--- src/rtl/csa_pkg.sv ---
// Shared types and sizing helpers for the carry-save resolver.
package csa_pkg;

  typedef enum logic [1:0] {
    IDLE,
    RUN,
    DONE
  } csa_state_e;

  function automatic int unsigned csa_nchunk(input int unsigned width,
                                             input int unsigned chunk);
    return (chunk == 0) ? 1 : width / chunk;
  endfunction

  // Chunk index width, never narrower than one bit.
  function automatic int unsigned csa_idx_w(input int unsigned width,
                                            input int unsigned chunk);
    int unsigned n;
    n = csa_nchunk(width, chunk);
    return (n > 1) ? $clog2(n) : 1;
  endfunction

endpackage

--- src/rtl/csa_chunk_adder.sv ---
// Combinational CHUNK-bit adder with carry in and carry out.
module csa_chunk_adder
  import csa_pkg::*;
#(
  parameter int unsigned CHUNK = 8
) (
  input  logic [CHUNK-1:0] i_a,
  input  logic [CHUNK-1:0] i_b,
  input  logic             i_cin,
  output logic [CHUNK-1:0] o_sum,
  output logic             o_cout
);

  always_comb begin
    {o_cout, o_sum} = {1'b0, i_a} + {1'b0, i_b} + {{CHUNK{1'b0}}, i_cin};
  end

endmodule

--- src/rtl/csa_resolver.sv ---
// Resolves a carry-save S/C pair into s + 2*c, CHUNK bits per cycle,
// with valid/ready handshakes on input and output.
module csa_resolver
  import csa_pkg::*;
#(
  parameter int unsigned WIDTH = 32,
  parameter int unsigned CHUNK = 8
) (
  input  logic             clk,
  input  logic             rst,
  input  logic             in_valid,
  output logic             in_ready,
  input  logic [WIDTH-1:0] s_in,
  input  logic [WIDTH-1:0] c_in,
  output logic             out_valid,
  input  logic             out_ready,
  output logic [WIDTH+1:0] result
);

  localparam int unsigned NCHUNK = csa_nchunk(WIDTH, CHUNK);
  localparam int unsigned KW     = csa_idx_w(WIDTH, CHUNK);
  localparam int unsigned AW     = (WIDTH > 1) ? $clog2(WIDTH) : 1;

  if ((CHUNK == 0) || (CHUNK > WIDTH) || ((WIDTH % CHUNK) != 0)) begin : g_bad_params
    $error("csa_resolver: WIDTH must be a non-zero multiple of CHUNK");
  end

  csa_state_e       r_state;
  csa_state_e       w_next;
  logic [WIDTH-1:0] r_a;
  logic [WIDTH-1:0] r_b;
  logic             r_cmsb;
  logic             r_cy;
  logic [KW-1:0]    r_k;
  logic [WIDTH-1:0] r_lo;
  logic [1:0]       r_hi;

  logic [AW-1:0]    w_base;
  logic [CHUNK-1:0] w_sum;
  logic             w_cout;
  logic             w_last;

  assign w_base = AW'(32'(r_k) * CHUNK);
  assign w_last = (r_k == KW'(NCHUNK - 1));

  csa_chunk_adder #(.CHUNK(CHUNK)) u_adder (
    .i_a    (r_a[w_base +: CHUNK]),
    .i_b    (r_b[w_base +: CHUNK]),
    .i_cin  (r_cy),
    .o_sum  (w_sum),
    .o_cout (w_cout)
  );

  always_comb begin
    w_next = r_state;
    case (r_state)
      IDLE:    if (in_valid)  w_next = RUN;
      RUN:     if (w_last)    w_next = DONE;
      DONE:    if (out_ready) w_next = IDLE;
      default: w_next = IDLE;
    endcase
  end

  always_ff @(posedge clk) begin
    if (rst) begin
      r_state <= IDLE;
      r_a     <= '0;
      r_b     <= '0;
      r_cmsb  <= 1'b0;
      r_cy    <= 1'b0;
      r_k     <= '0;
      r_lo    <= '0;
      r_hi    <= '0;
    end else begin
      r_state <= w_next;
      case (r_state)
        IDLE: begin
          if (in_valid) begin
            r_a    <= s_in;
            r_b    <= c_in << 1;
            r_cmsb <= c_in[WIDTH-1];
            r_cy   <= 1'b0;
            r_k    <= '0;
          end
        end
        RUN: begin
          r_lo[w_base +: CHUNK] <= w_sum;
          r_cy <= w_cout;
          r_k  <= r_k + KW'(1);
          // The shifted-out carry MSB joins the final carry to form the top two bits.
          if (w_last) begin
            r_hi <= {r_cmsb & w_cout, r_cmsb ^ w_cout};
          end
        end
        default: ;
      endcase
    end
  end

  assign in_ready  = (r_state == IDLE);
  assign out_valid = (r_state == DONE);
  assign result    = {r_hi, r_lo};

endmodule
--- config.mk ---
export PLATFORM = sky130hd
export DESIGN_NAME = csa_resolver
export DESIGN_NICKNAME = d
export VERILOG_FILES = /design/src/rtl/csa_pkg.sv /design/src/rtl/csa_chunk_adder.sv /design/src/rtl/csa_resolver.sv
export SDC_FILE = /design/constraint.sdc
export NUM_CORES = 1
export LEC_CHECK = 0
export CORE_AREA = 8 8 111 113
export DETAILED_ROUTE_END_ITERATION = 12
export DIE_AREA = 0 0 119 121
export GPL_TIMING_DRIVEN = 0
export PLACE_DENSITY = 0.71
export RECOVER_POWER = 25
export SLEW_MARGIN = 5
export SYNTH_ARGS = -nofsm -noshare
export SYNTH_HDL_FRONTEND = slang
export SYNTH_SLANG_ARGS = --single-unit
--- constraint.sdc ---
create_clock -name clk -period 3.51 [get_ports clk]
set_input_delay 0.702 -clock clk [delete_from_list [all_inputs] [get_ports clk]]
set_output_delay 0.702 -clock clk [all_outputs]
set_load 0.005 [all_outputs]
==> flow_metrics.tcl, run 1 <==
set metrics [dict create \
    outcome "completed" \
    totalWireLength_mm 12.6 \
    required_ps 3760 \
    clock_power_share 0.324 \
    root_buffer "sky130_fd_sc_hd__clkbuf_8" \
    cellLeakagePower_uw 0.00216 \
    vias 4051 \
    avgViaCountPerCell 5.23 \
    globalRouteMet3Util 0.0456 \
    via_count_of_the_first_global_routing_pass 4200 \
    power.sequential.fraction 0.519 \
    ys.warnings.count 0 \
    synth_enable_flop_cells 0 \
    clk_transition_reported_paths_ps 100 \
    gr-max-usage-layer "met2" \
    filler_cell_count 970 \
    asyncSetResetFlopFracSynth 0 \
    area_delta_synth_final_pct 30.4 \
    end_kind "flop" \
    routedWlPerCell_um 16.2 \
    postSynthCellCount 517 \
    multiInputGateArea_um2 2380 \
    use_met1 0.212 \
    wire_length_of_the_first_global_routing_pass_mm 20.7 \
    port-buffer-count 102 \
    route.detailed.drc 0 \
    critical_path.max_stage_delay_ps 400 \
    sequential_cell_area_um2 2060 \
    slew_violations 0 \
    yosysSeqAreaShare 0.446 \
    fp.coreArea_um2 10600 \
    p_sw_uw 642 \
    mostFrequentLayoutCells "sky130_fd_sc_hd__nand2_1, sky130_fd_sc_hd__dfxtp_1, sky130_fd_sc_hd__clkdlybuf4s50_1, sky130_fd_sc_hd__a21oi_1, sky130_fd_sc_hd__clkbuf_1" \
    worst-slew-pin-transition_ps 639 \
    gp_congestion 0.861 \
    core.rowCount 38 \
    synth_top_area_share 0.446 \
    clk-insertion-delay-late_ps 380 \
    drtAntennaViolNets 0 \
    fp.dieW_um 119 \
    synth_flop_cell "sky130_fd_sc_hd__dfxtp_1" \
    commonest_non_fill_non_tap_cell_in_the_layout "sky130_fd_sc_hd__nand2_1" \
    clock-sinks 103 \
    cts.path.max_buffers 2 \
    maximum_fanout_count_along_the_critical_path 10 \
    holdCritPathClass "flop to flop" \
    placement.cell_area_um2 5810 \
    final_net_count 714 \
    mappedNetlistArea_um2 4620 \
    synth_seq_cells 103 \
    initialDrtViolationCount 263 \
    critical_path.slowest_cell "sky130_fd_sc_hd__fa_1" \
    final-setup-viol-count 0 \
    tritoncts "yes" \
    chipHeight_um 121 \
    critical_path.top_delay_family "adder cells" \
    fin_area_um2 6020 \
    crit_chain "clkbuf_2 -> clkbuf_2 -> nand3_1 -> o21ai_0 -> fa_1 -> inv_1 -> fa_1 -> nand2b_1 -> a21o_1 -> a31oi_1 -> ha_1 -> nand3_1 -> a21oi_1" \
    cp_data_arrival_time_ps 3520 \
    finClkSkew_ps 9.13 \
    hpwlAfterDp_mm 9.79 \
    final_util 0.568 \
    post-route-min-period_ps 3270 \
    share_of_the_clock_period_used_by_the_worst_path 0.933 \
    critPathKind "flop to flop" \
    post_cts.repair.setup_buffers 0 \
    gr-usage-all-layers 0.178 \
    maximum_vdd_ir_drop_v 0.000221 \
    final_layout_size_suffix_gt1_frac 0.0787 \
    floorplan.initialDensity 0.436 \
    synth.net_count 601 \
    design.die.area_um2 14400 \
    syn-mean-instance-area_um2 8.93 \
    tritoncts.num_buffers 9 \
    timing.critical_path.from_type "flop" \
    grt_setup_unrepaired "no" \
    slew_headroom 0.574 \
    floorplan.io_pins 104 \
    ranking_of_synthesized_cells_by_area "sky130_fd_sc_hd__dfxtp_1, sky130_fd_sc_hd__nand2_1, sky130_fd_sc_hd__a21oi_1" \
    dp_slack_ps -305 \
    global_route_met2_utilization 0.302 \
    fin_ws_ps 235 \
    comb_power_share 0.157 \
    cts_htree_levels 3 \
    count_of_final_hold_check_violations 0 \
    grt-ovfl-total 0 \
    detail_route.first_pass.iterations 8 \
    post-synth-top-area-cell "sky130_fd_sc_hd__dfxtp_1" \
    antenna_found_initial 0 \
    cap_viol_max_count 0 \
    antenna-diode-count 0 \
    max_clk_rate_mhz 305 \
    timing.critical_path.buf_inv 3 \
    grt_start_max_net_pins 18 \
    sw_frac_of_total 0.268 \
    power.density_nw_per_um2 397 \
    yosys.cell_types.count 43 \
    hold_slack_ps 459 \
    holdBufCountCts 0 \
    internal-power_uw 1750 \
]
[area by class of cell]
type | count | area share
Inverter | 10 | 0.00623
Tap cell | 140 | 0.0291
Buffer | 31 | 0.0231
Clock buffer | 11 | 0.0235
Timing Repair Buffer | 102 | 0.170
Clock inverter | 5 | 0.0110
Sequential cell | 103 | 0.342
Multi-Input combinational cell | 373 | 0.395
[power groups by stage]
stage                     Sequential, uW  Clock, uW  Combinational (uW)
after floorplan                     1260          0                 223
after global placement              1270          0                 365
after detailed placement            1270          0                 373
after CTS                           1240        783                 375
after global routing                1250        843                 411
final                               1240        777                 375
[worst min-delay path, cell delays in order (launching register included)]
cell and delay [ps]:
sky130_fd_sc_hd__dfxtp_1 320, sky130_fd_sc_hd__nand2_1 50, sky130_fd_sc_hd__a21oi_1 50
[what timing repair did]
action                                 4_1_cts  5_1_grt
gates resized for setup                      2        1
setup endpoints to repair                   13        4
cloned                                       0        0
endpoints found under the hold margin        0        0
[final timing paths]
kind,startpoint,endpoint,slack (ps),depth (start not counted)
min reg2reg,r_a[18]$_SDFFE_PP0P_,r_a[18]$_SDFFE_PP0P_,460,2
max reg2reg,r_k[1]$_SDFFE_PP0P_,r_hi[0]$_SDFFE_PP0P_,240,13
max,r_k[1]$_SDFFE_PP0P_,r_hi[0]$_SDFFE_PP0P_,240,13
min,r_a[18]$_SDFFE_PP0P_,r_a[18]$_SDFFE_PP0P_,460,2
[routing by layer]
layer | wire, um | part of all wire
met1 | 5470 | 0.43
met3 | 823 | 0.065
met5 | 0 | 0
met2 | 6110 | 0.48
met4 | 187 | 0.015
[registers in the layout, summed over array words and instances (netlist names)]
name	flops
r_hi	2
r_a	32
r_k	2
r_state	2
r_cy	1
r_lo	32
r_b	31
r_cmsb	1
[stage by stage]
step | std cells | TNS (ps) | power, uW
floorplan | 517 | 0 | 1480
global placement | 759 | -1120 | 1630
detailed placement | 759 | -1480 | 1640
CTS | 775 | 0 | 2400
global route | 775 | 0 | 2500
finish | 775 | 0 | 2390
[kinds of logic (layout without fill, tap and decap cells)]
| kind of cell | Yosys count | count (layout) | synth area share |
|---|---|---|---|
| and+or+nand+nor | 207 | 207 | 0.222 |
| AOI/OAI and AO/OA | 130 | 130 | 0.162 |
| DFF | 103 | 103 | 0.446 |
| buffers and inverters | 41 | 159 | 0.0390 |
| adders and majority gates | 16 | 16 | 0.0466 |
| xor gates and xnor gates | 2 | 2 | 0.00379 |
| muxes | 18 | 18 | 0.0797 |
[cell usage after synthesis (5+ instances only)]
cell type                  count
sky130_fd_sc_hd__nand2_1     143
sky130_fd_sc_hd__dfxtp_1     103
sky130_fd_sc_hd__a21oi_1      77
sky130_fd_sc_hd__clkbuf_1     20
sky130_fd_sc_hd__nor2_1       18
sky130_fd_sc_hd__mux4_2       15
sky130_fd_sc_hd__o21ai_0      15
sky130_fd_sc_hd__ha_1         14
sky130_fd_sc_hd__a22oi_1      13
sky130_fd_sc_hd__nand3b_1     12
sky130_fd_sc_hd__buf_2         9
sky130_fd_sc_hd__inv_1         9
sky130_fd_sc_hd__nand3_1       7
sky130_fd_sc_hd__nand2b_1      6
sky130_fd_sc_hd__o211ai_1      6
sky130_fd_sc_hd__a31oi_1       5
(Power assumes the default switching activity.)
==> run 2: changes to the inputs <==
--- a/config.mk
+++ b/config.mk
@@ -5,9 +5,10 @@
 export SDC_FILE = /design/constraint.sdc
 export NUM_CORES = 1
 export LEC_CHECK = 0
-export CORE_AREA = 8 8 111 113
+export CORE_AREA = 2 2 105 107
+export CTS_BUF_LIST = sky130_fd_sc_hd__clkbuf_8
 export DETAILED_ROUTE_END_ITERATION = 12
-export DIE_AREA = 0 0 119 121
+export DIE_AREA = 0 0 107 109
 export GPL_TIMING_DRIVEN = 0
 export PLACE_DENSITY = 0.71
 export RECOVER_POWER = 25
==> run 2 against run 1 <==
Sequential share of layout area is 0.057 points higher. Critical path depth unchanged. Die area down 19%. Combinational power about the same. Sequential cell count did not move. Routed wire length is 7.6% lower. Non-clock buffer count unchanged. Sequential power about the same. Clock power decreased by 4.8%. Cell count down 0.13%. First-iteration DRC count fell by 54%. Setup slack better by 39 ps. Critical endpoint unchanged. Largest power group unchanged.
==> flow_metrics.tcl, run 2 (same netlist as run 1, synthesis figures left out) <==
set metrics [dict create \
    clock-sinks 103 \
    count_of_final_hold_check_violations 0 \
    gp_congestion 0.889 \
    cp_data_arrival_time_ps 3470 \
    chipHeight_um 109 \
    route.detailed.drc 0 \
    mostFrequentLayoutCells "sky130_fd_sc_hd__nand2_1, sky130_fd_sc_hd__dfxtp_1, sky130_fd_sc_hd__clkdlybuf4s50_1, sky130_fd_sc_hd__a21oi_1, sky130_fd_sc_hd__clkbuf_1" \
    wire_length_of_the_first_global_routing_pass_mm 18.9 \
    final_net_count 714 \
    worst-slew-pin-transition_ps 624 \
    fin_area_um2 6010 \
    holdCritPathClass "flop to flop" \
    hpwlAfterDp_mm 9.05 \
    tritoncts "yes" \
    initialDrtViolationCount 121 \
    end_kind "flop" \
    cts.path.max_buffers 2 \
    cap_viol_max_count 0 \
    worstReg2RegEnd "r_hi[0]$_SDFFE_PP0P_" \
    detail_route.first_pass.iterations 4 \
    floorplan.io_pins 104 \
    required_ps 3740 \
    hold_path.startpoint "r_a[28]$_SDFFE_PP0P_" \
    core.rowCount 38 \
    antenna_found_initial 0 \
    fp.dieW_um 107 \
    crit_chain "clkbuf_2 -> clkbuf_2 -> nand3_1 -> o21ai_0 -> fa_1 -> inv_1 -> fa_1 -> nand2b_1 -> a21o_1 -> a31oi_1 -> ha_1 -> nand3_1 -> a21oi_1" \
    via_count_of_the_first_global_routing_pass 3888 \
    cellLeakagePower_uw 0.00223 \
    hold_end "r_a[28]$_SDFFE_PP0P_" \
    share_of_the_clock_period_used_by_the_worst_path 0.922 \
    clk_transition_reported_paths_ps 90 \
    max_clk_rate_mhz 309 \
    antenna-diode-count 0 \
    timing.critical_path.buf_inv 3 \
    maximum_vdd_ir_drop_v 0.000215 \
    reg2reg_depth 13 \
    grt_setup_unrepaired "no" \
    critical_path.max_stage_delay_ps 400 \
    slew_violations 0 \
    holdBufCountCts 0 \
    port-buffer-count 102 \
    largest_registers "r_a (32), r_lo (32), r_b (31)" \
    area_delta_synth_final_pct 30.2 \
    clk-insertion-delay-late_ps 370 \
    avgViaCountPerCell 5.20 \
    floorplan.initialDensity 0.436 \
    numPlacedInstances 759 \
    timing.hold.worst_path_depth 2 \
    critPathKind "flop to flop" \
    cts_htree_levels 3 \
    grt-ovfl-total 0 \
    critical_path.slowest_cell "sky130_fd_sc_hd__fa_1" \
    fp.coreArea_um2 10600 \
    critical_path.top_delay_family "adder cells" \
    depth_of_the_critical_timing_path_with_buffers_and_inverters_included 13 \
    timing.critical_path.from_type "flop" \
    commonest_non_fill_non_tap_cell_in_the_layout "sky130_fd_sc_hd__nand2_1" \
    finalNonFillerCells 774 \
    final_layout_size_suffix_gt1_frac 0.0804 \
    drtAntennaViolNets 0 \
    totalWireLength_mm 11.6 \
    r2r-start "r_k[1]$_SDFFE_PP0P_" \
    tritoncts.num_buffers 9 \
    finClkSkew_ps 15.9 \
    slew_headroom 0.584 \
    grt_start_max_net_pins 17 \
    power.density_nw_per_um2 391 \
    filler_cell_count 973 \
    design.die.area_um2 11700 \
    vias 4024 \
    final-setup-viol-count 0 \
    placement.cell_area_um2 5810 \
    routedWlPerCell_um 15.0 \
    gr-usage-all-layers 0.210 \
    rrSetupSlack_ps 270 \
    root_buffer "sky130_fd_sc_hd__clkbuf_8" \
    outcome "completed" \
    maximum_fanout_count_along_the_critical_path 10 \
    post_cts.repair.setup_buffers 0 \
    post-route-min-period_ps 3240 \
]
==> run 2: metrics by stage <==
step                setup slack, ps  power [uW]  utilization  hold WS [ps]  TNS (ps)
floorplan                       539        1480            -           433         0
global placement               -225        1630        0.548           439     -1080
detailed placement             -330        1640        0.548           447     -1560
CTS                             108        2360        0.567           460         0
global route                   9.48        2450        0.567           478         0
finish                          274        2350        0.567           458         0
==> run 2: worst reg2reg max path: cells and delay by family, from the launching register on <==
family | cells | cell delay [ps]
AOI/OAI and AO/OA | 4 | 650
adders and majority gates | 3 | 920
DFF | 1 | 390
and+or+nand+nor | 3 | 380
buffers and inverters | 3 | 770
==> run 2: how the worst max path moves through the flow <==
stage,from,to,slack [ps]
2_1_floorplan,r_k[1]$_SDFFE_PP0P_,r_hi[0]$_SDFFE_PP0P_,540
3_3_place_gp,r_k[1]$_SDFFE_PP0P_,r_lo[30]$_SDFFE_PP0P_,-230
3_5_place_dp,r_k[1]$_SDFFE_PP0P_,r_lo[22]$_SDFFE_PP0P_,-330
4_1_cts,r_k[1]$_SDFFE_PP0P_,r_lo[22]$_SDFFE_PP0P_,110
5_1_grt,r_k[0]$_SDFFE_PP0P_,r_lo[21]$_SDFFE_PP0P_,9
6_report,r_k[1]$_SDFFE_PP0P_,r_hi[0]$_SDFFE_PP0P_,270
==> run 2: final cells by class <==
class | instances | area (um2) | share of cell area
Sequential cell | 103 | 2060 | 0.343
Buffer | 31 | 141 | 0.0235
Tap cell | 140 | 175 | 0.0291
Inverter | 10 | 37.5 | 0.00624
Timing Repair Buffer | 102 | 1020 | 0.170
Multi-Input combinational cell | 373 | 2380 | 0.396
Clock inverter | 5 | 57.6 | 0.00957
Clock buffer | 10 | 138 | 0.0229
==> run 2: metal layers <==
metal  up-vias  GRT usage  part of all wire
met1      1871      0.271              0.45
met2       123      0.360              0.48
met5         -          0                 0
met3        16     0.0305             0.050
li1       2014          -                 -
met4         0     0.0733             0.018
==> run 2: timing repair <==
item                                    4_1_cts  5_1_grt
gates cloned                                  0        0
endpoints found under the hold margin         0        0
resized for setup                             2        1
endpoints found under the setup margin       10        4
==> run 2: where the power goes <==
group,internal [uW],leakage (uW),total [uW],switching [uW]
registers,1220,0.000840,1240,25.8
clock network,345,0.0000962,740,394
logic,178,0.00130,372,194
